File: config.mk
export PLATFORM = sky130hd
export DESIGN_NAME = seg7_scan_mux
export DESIGN_NICKNAME = d
export VERILOG_FILES = /design/src/rtl/seg7_scan_mux.sv
export SDC_FILE = /design/constraint.sdc
export NUM_CORES = 1
export LEC_CHECK = 0
export BUFFER_PORTS_ARGS = -buffer_cell sky130_fd_sc_hd__buf_2
export CAP_MARGIN = 5
export CELL_PAD_IN_SITES_DETAIL_PLACEMENT = 1
export CELL_PAD_IN_SITES_GLOBAL_PLACEMENT = 1
export CORE_UTILIZATION = 38
export DETAILED_ROUTE_END_ITERATION = 6
export PLACE_DENSITY_LB_ADDON = 0.05
export RECOVER_POWER = 100
export SYNTH_ARGS = -nofsm -noshare
export SYNTH_HDL_FRONTEND = slang
export SYNTH_SLANG_ARGS = --single-unit
File: constraint.sdc
create_clock -name clk -period 7.05 [get_ports clk]
set_input_delay 2.115 -clock clk [delete_from_list [all_inputs] [get_ports clk]]
set_output_delay 2.115 -clock clk [all_outputs]
set_load 0.02 [all_outputs]
File: src/rtl/seg7_scan_mux.sv
// Time-multiplexed seven-segment driver: snapshots a page of hex nibbles from one
// of NSRC source words at each frame start and scans them out one digit at a time.
module seg7_scan_mux #(
    parameter int DIGITS     = 4,
    parameter int NSRC       = 4,
    parameter int DATA_W     = 32,
    parameter int REFRESH    = 50000,
    parameter int ACTIVE_LOW = 1,
    localparam int SEL_W     = (NSRC > 1) ? $clog2(NSRC) : 1
) (
    input  logic                     clk,
    input  logic                     reset,
    input  logic [NSRC*DATA_W-1:0]   src_data,
    input  logic [SEL_W-1:0]         src_sel,
    input  logic [2:0]               page,
    input  logic                     hold,
    input  logic                     blank_lz,
    output logic [DIGITS-1:0]        enable,
    output logic [6:0]               led_out
);

    localparam int CNT_W  = $clog2(REFRESH);
    localparam int IDX_W  = (DIGITS > 1) ? $clog2(DIGITS) : 1;
    localparam int SNAP_W = DIGITS * 4;
    localparam logic [DIGITS-1:0] EN_OFF  = (ACTIVE_LOW != 0) ? {DIGITS{1'b1}} : {DIGITS{1'b0}};
    localparam logic [6:0]         LED_OFF = (ACTIVE_LOW != 0) ? 7'h7F : 7'h00;

    logic [CNT_W-1:0]  cnt_q, cnt_d;
    logic [IDX_W-1:0]  idx_q, idx_d;
    logic [SNAP_W-1:0] snap_q, snap_d;
    logic [DIGITS-1:0] enable_q, enable_d;
    logic [6:0]        led_q, led_d;

    logic              tick;
    logic              frame_start;
    logic [DATA_W-1:0] word_sel;
    logic [SNAP_W-1:0] cap_nib;
    logic [DIGITS-1:0] upper_zero;
    logic [3:0]        cur_nib;
    logic              blank;
    logic [DIGITS-1:0] onehot;

    function automatic logic [6:0] hex_to_seg(input logic [3:0] n);
        logic [6:0] s;
        case (n)
            4'h0: s = 7'h3F;
            4'h1: s = 7'h06;
            4'h2: s = 7'h5B;
            4'h3: s = 7'h4F;
            4'h4: s = 7'h66;
            4'h5: s = 7'h6D;
            4'h6: s = 7'h7D;
            4'h7: s = 7'h07;
            4'h8: s = 7'h7F;
            4'h9: s = 7'h6F;
            4'hA: s = 7'h77;
            4'hB: s = 7'h7C;
            4'hC: s = 7'h39;
            4'hD: s = 7'h5E;
            4'hE: s = 7'h79;
            default: s = 7'h71;
        endcase
        return s;
    endfunction

    assign tick        = (cnt_q == CNT_W'(REFRESH - 1));
    assign frame_start = (cnt_q == '0) && (idx_q == '0);

    // Out-of-range selects fall through with the zero default.
    always_comb begin
        word_sel = '0;
        for (int k = 0; k < NSRC; k++) begin
            if (src_sel == SEL_W'(k)) begin
                word_sel = src_data[k*DATA_W +: DATA_W];
            end
        end
    end

    genvar gi;
    generate
        for (gi = 0; gi < DIGITS; gi++) begin : g_digit
            logic [DATA_W-1:0] shifted;
            // Shifting past the word width yields zero nibbles beyond DATA_W.
            assign shifted                = word_sel >> (4 * (int'(page) * DIGITS + gi));
            assign cap_nib[gi*4 +: 4]     = shifted[3:0];
            assign upper_zero[gi]         = ~|snap_q[SNAP_W-1:gi*4];
        end
    endgenerate

    always_comb begin
        cnt_d  = tick ? '0 : cnt_q + CNT_W'(1);
        idx_d  = idx_q;
        if (tick) begin
            idx_d = (idx_q == IDX_W'(DIGITS - 1)) ? '0 : idx_q + IDX_W'(1);
        end
        snap_d = snap_q;
        if (frame_start && !hold) begin
            snap_d = cap_nib;
        end
    end

    always_comb begin
        cur_nib  = snap_q[int'(idx_q)*4 +: 4];
        blank    = blank_lz && (idx_q != '0) && upper_zero[idx_q];
        onehot   = DIGITS'(1) << idx_q;
        enable_d = (ACTIVE_LOW != 0) ? ~onehot : onehot;
        led_d    = blank ? 7'h00 : hex_to_seg(cur_nib);
        if (ACTIVE_LOW != 0) begin
            led_d = ~led_d;
        end
    end

    always_ff @(posedge clk) begin
        if (reset) begin
            cnt_q    <= '0;
            idx_q    <= '0;
            snap_q   <= '0;
            enable_q <= EN_OFF;
            led_q    <= LED_OFF;
        end else begin
            cnt_q    <= cnt_d;
            idx_q    <= idx_d;
            snap_q   <= snap_d;
            enable_q <= enable_d;
            led_q    <= led_d;
        end
    end

    assign enable  = enable_q;
    assign led_out = led_q;

endmodule

==> results.toml, run 1 <==
[hold_path]
hp-start = "cnt_q[0]"
hold_path_class = "register to register"
hold_end = "cnt_q[0]"
hold_depth = 1

[route]
firstDrtPassIters = 4
wl_per_cell_um = 18.5
ant_nets = 0
drc_errors = 0
drtIter0Drc = 72
vias_per_cell = 5.57
wirelength_um = 9910
vias = 2984

[yosys]
yosysTopAreaCell = "dfxtp_1"
yosys_most_used_dff = "dfxtp_1"
synthTopCellsByArea = "dfxtp_1 (29%), mux4_2 (25%), mux2i_1 (6.4%)"
synth-edff-count = 0
synth_cells = 295
yosys_warnings = 0
yosys.cell_types.count = 47
async_flop_share = 0
syn-num-nets = 444
syn_area_sq_um = 3150
synth_top_area_frac = 0.286
synth.most_common_cell = "dfxtp_1"
ys_seq_area_frac = 0.286
synth_seq_cells = 45
avgSynthCellArea_sq_um = 10.7
synth_common_cells = "dfxtp_1 (45), mux4_2 (35), nor2_1 (22)"

[clock_tree]
tritoncts = "built"
numCtsBuffers = 5
cts.path.max_buffers = 2
cts_setup_buffers = 0
cts_root_buf = "clkbuf_8"
clk_latency_ps = 310
cts_resized = 0
ctsHtreeMaxLevel = 2
clock-sinks = 45
path_clk_slew_ps = 80
holdBufCountCts = 0

[worst_setup_path]
reg2reg_to = "snap_q[1]"
rrSetupSlack_ps = 4250
crit_path_start_kind = "primary input"
arrival_ps = 3660
crit_type = "primary input to register"
crit_path_max_fanout = 38
cp.required_ps = 7220
rr_startpoint = "idx_q[0]"
reg2reg_depth = 5
crit_path_end_kind = "register"

[sta]
finalHoldViolCount = 0
period_needed_ps = 3500
setup_tns_ps = 0
fmax_mhz = 286
hold_slack_ps = 487
setup_viol = 0
tightest_slew_ps = 1150
rsz0062_at_grt = "false"
finalCritPeriodShare = 0.496
max_slew_margin = 0.234
final_max_slew_viol_count = 0
fin_skew_ps = 10.1

[floorplanning]
io_pins = 148
initial_utilization = 0.399
rows = 32
die_w_um = 93
dieHeight_um = 93
core_area_sq_um = 7890
die_area_sq_um = 8650

[run]
drv_cap = 0

[final_layout]
layout-drive-gt1-share = 0.435
multi_input_area_sq_um = 2110
syn_to_final_growth_pct = 29.2
register_area_sq_um = 901
fillerInstances = 933
finalNetCount = 582
antennaDiodeCount = 0

[run_status]
status = "finished clean"

[power]
powerDensity_nw_per_um2 = 155
ir_drop_mv = 0.0746
p_leak_nw = 1.65

[place]
hpwl_um = 7940
io_buffer_count = 147
place.gp.congestion = 0.755

[grt]
grt_max_degree = 39
antenna_found_initial = 0
grt_usage = 0.236
grt_pass1_wl_um = 15700
grt_pass1_vias = 3106
grt_remaining_overflow = 0
[cells by family after synthesis]
| logic type | count (synthesis) | synth area share |
|---|---|---|
| muxes | 57 | 0.321 |
| buffers and inverters | 34 | 0.0425 |
| adders and majority gates | 12 | 0.0477 |
| DFF | 45 | 0.286 |
| and+or+nand+nor | 85 | 0.145 |
| AOI/OAI and AO/OA | 48 | 0.118 |
| xor gates and xnor gates | 14 | 0.0390 |
[how the worst max path moves through the flow]
stage	start	to	slack, ps	cells after the start
floorplan	src_sel[0]	snap_q[0]	3530	5
global placement	src_sel[0]	snap_q[11]	3300	5
detailed placement	src_sel[0]	snap_q[11]	3210	5
CTS	src_sel[0]	snap_q[1]	3530	5
global route	src_sel[0]	snap_q[1]	3440	5
finish	src_sel[0]	snap_q[1]	3550	5
[registers in the layout (all words and copies together) (netlist names)]
register and count:
cnt_q 16, snap_q 16, led_out 7, enable 4
idx_q 2
[placed cells by master, fill, tap and decap left out, drive strengths merged, types with 3 or more instances in the layout]
master	n
a21oi	5
a31oi	3
clkbuf	17
nand2b	6
o2bb2ai	15
dfxtp	45
nand3	12
nor2	22
nor3	9
buf	137
or4	6
inv	16
mux4	35
o41ai	3
o21bai	3
o21ai	3
ha	12
mux2i	20
nor4	4
xnor2	13
nand2	10
[power breakdown]
| group | internal (mW) | leakage [nW] | switching (mW) |
|---|---|---|---|
| registers | 0.261 | 0.366 | 0.00613 |
| logic | 0.0738 | 1.22 | 0.0547 |
| clock network | 0.141 | 0.0681 | 0.0925 |
| total | 0.476 | 1.65 | 0.153 |
[critical path, cell delays in order]
cell	delay [ps]
buf_2	80
buf_4	500
mux4_2	580
mux2i_1	260
o2bb2ai_1	110
[metrics by stage]
stage          setup WS (ps)  std cells  cell area [sq um]  total power [mW]   util
2_1_floorplan           3530        295               3150             0.348      -
3_3_place_gp            3300        528               3950             0.399  0.501
3_5_place_dp            3210        528               3950             0.404  0.501
4_1_cts                 3530        536               4090             0.638  0.518
5_1_grt                 3440        536               4070             0.661  0.516
6_report                3550        536               4070             0.629  0.516
[area by class of cell]
cell class | instances | area share
well taps | 102 | 0.0314
clock buffers | 5 | 0.0169
flip-flops and latches | 45 | 0.222
repair buffers | 149 | 0.181
multi-input cells | 216 | 0.518
clock inverters | 3 | 0.0160
inverters | 16 | 0.0148
[layer usage]
metal / up-vias / track usage / share of wire
met3: 6 / 0.0528 / 0.059
met2: 100 / 0.410 / 0.50
met5: - / 0 / 0
met1: 1463 / 0.302 / 0.43
li1: 1415 / - / -
met4: 0 / 0.0462 / 0.0084
No activity file was read; power rests on OpenSTA's default activity.
==> run 2: changes to the inputs <==
- CORE_UTILIZATION: 38 -> 31
- clock period: 7.05 -> 3.2 ns (I/O delays scaled with it)
==> run 2 against run 1 <==
  * Final area is 1.3% higher
  * Clock skew hardly changed
  * Setup slack worse by 2700 ps
  * Die area is 22% higher
  * First-iteration DRC count is 11% lower
  * Sequential share of layout area is 0.28 points lower
  * Wire length is 1.2% higher
  * Flip-flop and latch count stayed put
  * Via count is 0.60% higher
  * Global-route usage is 3.5 points lower
==> results.toml, run 2 (synthesis gave the netlist of run 1 again) <==
[clock_tree]
tritoncts = "built"
clock-sinks = 45
cts_setup_buffers = 0
path_clk_slew_ps = 90
ctsHtreeMaxLevel = 2
cts.path.max_buffers = 2
clk_latency_ps = 300
cts_root_buf = "clkbuf_8"
cts_resized = 0
holdBufCountCts = 0
numCtsBuffers = 5

[place]
place.gp.congestion = 0.801
hpwl_um = 8400
place_ws_ps = 550
post-place-cells = 563
io_buffer_count = 147

[worst_setup_path]
slowest_stage = "clkbuf_2"
cpPeakStageDelay_ps = 610
critPathBufInv = 2
rr_startpoint = "cnt_q[10]"
reg2reg_depth = 4
cp.depth = 5
arrival_ps = 2580
crit_family = "compound AO/OA/AOI/OAI gates"
crit_path_max_fanout = 34
rrSetupSlack_ps = 880
cp.required_ps = 3410
crit_path_end_kind = "register"
reg2reg_to = "cnt_q[11]"
crit_path_start_kind = "primary input"
crit_type = "primary input to register"
crit_chain = "clkbuf_2 > inv_1 > a2111oi_0 > o22ai_1 > a31o_2"

[sta]
fmax_mhz = 422
rsz0062_at_grt = "false"
setup_tns_ps = 0
setup_viol = 0
finalHoldViolCount = 0
finalCritPeriodShare = 0.740
max_slew_margin = 0.460
layout_setup_ws_ps = 831
tightest_slew_ps = 811
fin_skew_ps = 9.91
final_max_slew_viol_count = 0
period_needed_ps = 2370

[hold_path]
hold_path_class = "register to register"
hp-start = "cnt_q[0]"
hold_depth = 1
hold_end = "cnt_q[0]"

[route]
wl_per_cell_um = 17.6
drc_errors = 0
vias_per_cell = 5.26
vias = 3002
wirelength_um = 10000
ant_nets = 0
drtIter0Drc = 64
firstDrtPassIters = 4

[final_layout]
multi_input_area_sq_um = 2110
stdcell_count = 571
syn_to_final_growth_pct = 30.9
layout-drive-gt1-share = 0.438
layout_commonest_cell = "buf_2"
post-route-util = 0.419
antennaDiodeCount = 0
fillerInstances = 1179
mostFrequentLayoutCells = "buf_2 (134), dfxtp_1 (45), mux4_2 (35)"
register_area_sq_um = 901
finalNetCount = 586

[grt]
grt_pass1_wl_um = 16300
grt_busiest_layer = "met2"
met2_usage = 0.331
grt_pass1_vias = 3168
grt_use_met1 = 0.265
grt_remaining_overflow = 0
antenna_found_initial = 0
grt_max_degree = 35
grt_usage = 0.202
grt_use_met3 = 0.0542

[floorplanning]
rows = 36
io_pins = 148
die_area_sq_um = 10600
dieHeight_um = 103
initial_utilization = 0.320
die_w_um = 103
core_area_sq_um = 9820

[power]
power_switching_uw = 337
p_clk_frac = 0.344
powerDensity_nw_per_um2 = 323
sequentialPowerShare = 0.442
power.internal_uw = 995
ir_drop_mv = 0.153
p_leak_nw = 1.66
pwr-share-comb = 0.214
sw_frac_of_total = 0.253

[run_status]
status = "finished clean"

[run]
drv_cap = 0
-- run 2: area by class of cell --
class | instances | share of cell area
Clock buffer | 6 | 0.0201
Inverter | 16 | 0.0146
Sequential cell | 45 | 0.219
Multi-Input combinational cell | 216 | 0.512
Tap cell | 133 | 0.0404
Clock inverter | 2 | 0.00912
Timing Repair Buffer | 153 | 0.185
-- run 2: worst max path at each step --
| stage | from | to | slack [ps] |
|---|---|---|---|
| after global placement | src_sel[0] | snap_q[8] | 640 |
| after detailed placement | src_sel[1] | snap_q[8] | 550 |
| after floorplan | src_sel[0] | snap_q[0] | 830 |
| after CTS | src_sel[1] | snap_q[8] | 870 |
| final | src_sel[1] | snap_q[8] | 830 |
| after global routing | idx_q[1] | snap_q[0] | 580 |
-- run 2: power by group through the flow --
stage	sequential (mW)	combinational (mW)	clock, mW
2_1_floorplan	0.606	0.161	0
3_3_place_gp	0.601	0.286	0
3_5_place_dp	0.601	0.292	0
4_1_cts	0.588	0.293	0.478
5_1_grt	0.591	0.316	0.497
6_report	0.588	0.286	0.458
-- run 2: per-stage QoR --
step / total power, mW / area, sq um / hold WS, ps
2_1_floorplan: 0.767 / 3150 / 441
3_3_place_gp: 0.887 / 4020 / 460
3_5_place_dp: 0.893 / 4020 / 479
4_1_cts: 1.36 / 4140 / 491
5_1_grt: 1.40 / 4120 / 529
6_report: 1.33 / 4120 / 486
-- run 2: routing by layer --
metal	wire (um)	vias up
met4	162	0
met1	4310	1439
li1	-	1429
met3	746	11
met5	0	-
met2	4810	123
==> run 3: changes to the inputs <==
- clock period: 3.2 -> 1.97 ns (I/O delays scaled with it)
==> run 3 against run 2 <==
  * Global-route usage grew 0.31 points
  * Combinational power increased by 85%
  * Critical path type is now register to register
  * Sequential share of layout area decreased by 2.0 points
  * Sequential power increased by 62%
  * Final area rose by 11%
  * Clock power grew 49%
  * Core utilization grew 4.7 points
  * Largest cell class unchanged
  * Cell count increased by 6.8%
==> results.toml, run 3 (synthesis gave the netlist of run 1 again) <==
[power]
powerDensity_nw_per_um2 = 473
power.total_mw = 2.16
ir_drop_mv = 0.297
p_leak_nw = 1.91

[grt]
grt_pass1_wl_um = 16500
grt_remaining_overflow = 0
antenna_found_initial = 0
grt_max_degree = 30
grt_pass1_vias = 3186
grt_usage = 0.205

[place]
place.gp.congestion = 0.792
hpwl_um = 8650
io_buffer_count = 147
placed_area_sq_um = 4360
post-place-cells = 601
place_ws_ps = -53.0

[floorplanning]
die_area_sq_um = 10600
core_area_sq_um = 9820
die_w_um = 103
initial_utilization = 0.320
dieHeight_um = 103
rows = 36
io_pins = 148

[route]
wl_per_cell_um = 17.2
drtIter0Drc = 77
ant_nets = 0
drc_errors = 0
vias = 3118
firstDrtPassIters = 4
vias_per_cell = 5.11
wirelength_um = 10500

[final_layout]
syn_to_final_growth_pct = 45.5
stdcell_count = 610
layout_commonest_cell = "buf_2"
fillerInstances = 1206
final_area_sq_um = 4580
finalNetCount = 626
mostFrequentLayoutCells = "buf_2 (136), dfxtp_1 (41), buf_4 (36)"
layout-drive-gt1-share = 0.537
antennaDiodeCount = 0

[sta]
rsz0062_at_grt = "true"
fmax_mhz = 512
finalCritPeriodShare = 0.992
setup_viol = 0
tightest_slew_ps = 436
period_needed_ps = 1950
layout_setup_ws_ps = 15.4
max_slew_margin = 0.708
setup_tns_ps = 0
finalHoldViolCount = 0
fin_skew_ps = 7.58
final_max_slew_viol_count = 0

[clock_tree]
cts.path.max_buffers = 2
path_clk_slew_ps = 80
ctsHtreeMaxLevel = 2
tritoncts = "built"
cts_root_buf = "clkbuf_8"
holdBufCountCts = 0
numCtsBuffers = 5
clock-sinks = 45
clk_latency_ps = 300

[run]
drv_cap = 0

[worst_setup_path]
reg2reg_depth = 4
slowest_stage = "or4_4"
crit_chain = "or4_4 > or4_4 > or4_1 > a21oi_1"
crit_path_start_kind = "register"
critPathBufInv = 0
crit_type = "register to register"
crit_path_max_fanout = 4
cp.required_ps = 2200
crit_path_end_kind = "register"
rrSetupSlack_ps = 20
arrival_ps = 2180
crit_family = "simple AND/OR/NAND/NOR gates"
cpMostUsedCell = "or4_4"
rr_startpoint = "cnt_q[12]"
cpPeakStageDelay_ps = 540
reg2reg_to = "idx_q[0]"

[run_status]
status = "finished clean"

[hold_path]
hold_path_class = "register to register"
hold_depth = 1
hp-start = "snap_q[5]"
hold_end = "snap_q[5]"
run 3: cell count changes in the layout (fill, tap and decap cells not counted), sizes merged:
cell	previous run	this run
clkbuf	20	22
buf	139	176
clkinv	0	1
clkinvlp	1	0
run 3: per-stage QoR:
stage           util  hold slack (ps)
6_report       0.466              500
5_1_grt        0.466              513
4_1_cts        0.455              502
3_5_place_dp   0.444              487
3_3_place_gp   0.444              483
2_1_floorplan      -              441
run 3: metal layers:
metal	part of all wire	vias to the layer above	GRT usage
met5	0	-	0
met4	0.0090	0	0.0358
met3	0.065	6	0.0542
met2	0.51	105	0.354
met1	0.41	1498	0.259
li1	-	1509	-
run 3: worst max path at each step:
stage,from,slack (ps),cells past startpoint,endpoint
after floorplan,cnt_q[10],0.7,4,idx_q[0]
after global placement,cnt_q[12],-20,4,idx_q[0]
after detailed placement,cnt_q[12],-50,4,idx_q[0]
after CTS,idx_q[0],9,6,led_out[3]
after global routing,idx_q[0],-40,8,snap_q[7]
final,cnt_q[12],20,4,idx_q[0]
run 3: power by group:
part / internal, mW / switching [mW] / total (mW)
clock network: 0.369 / 0.312 / 0.681
registers: 0.934 / 0.0192 / 0.953
logic: 0.306 / 0.223 / 0.529
run 3: repair_timing:
item,in CTS,in global routing
setup buffers,0,1
setup endpoints to repair,2,23
gates cloned,0,1
pin swaps,1,3
resized for setup,1,32
run 3: cell type report:
type | count | area (sq um) | area share
Clock buffer | 5 | 68.8 | 0.0150
Clock inverter | 2 | 35.0 | 0.00765
Sequential cell | 45 | 908 | 0.198
Tap cell | 133 | 166 | 0.0363
Inverter | 16 | 60.1 | 0.0131
Multi-Input combinational cell | 216 | 2250 | 0.492
Timing Repair Buffer | 193 | 1090 | 0.237
run 3: worst register-to-register path, stage by stage (launching register included):
cell,delay [ps]
dfxtp_2,330
or4_4,540
or4_4,460
or4_1,410
a21oi_1,150
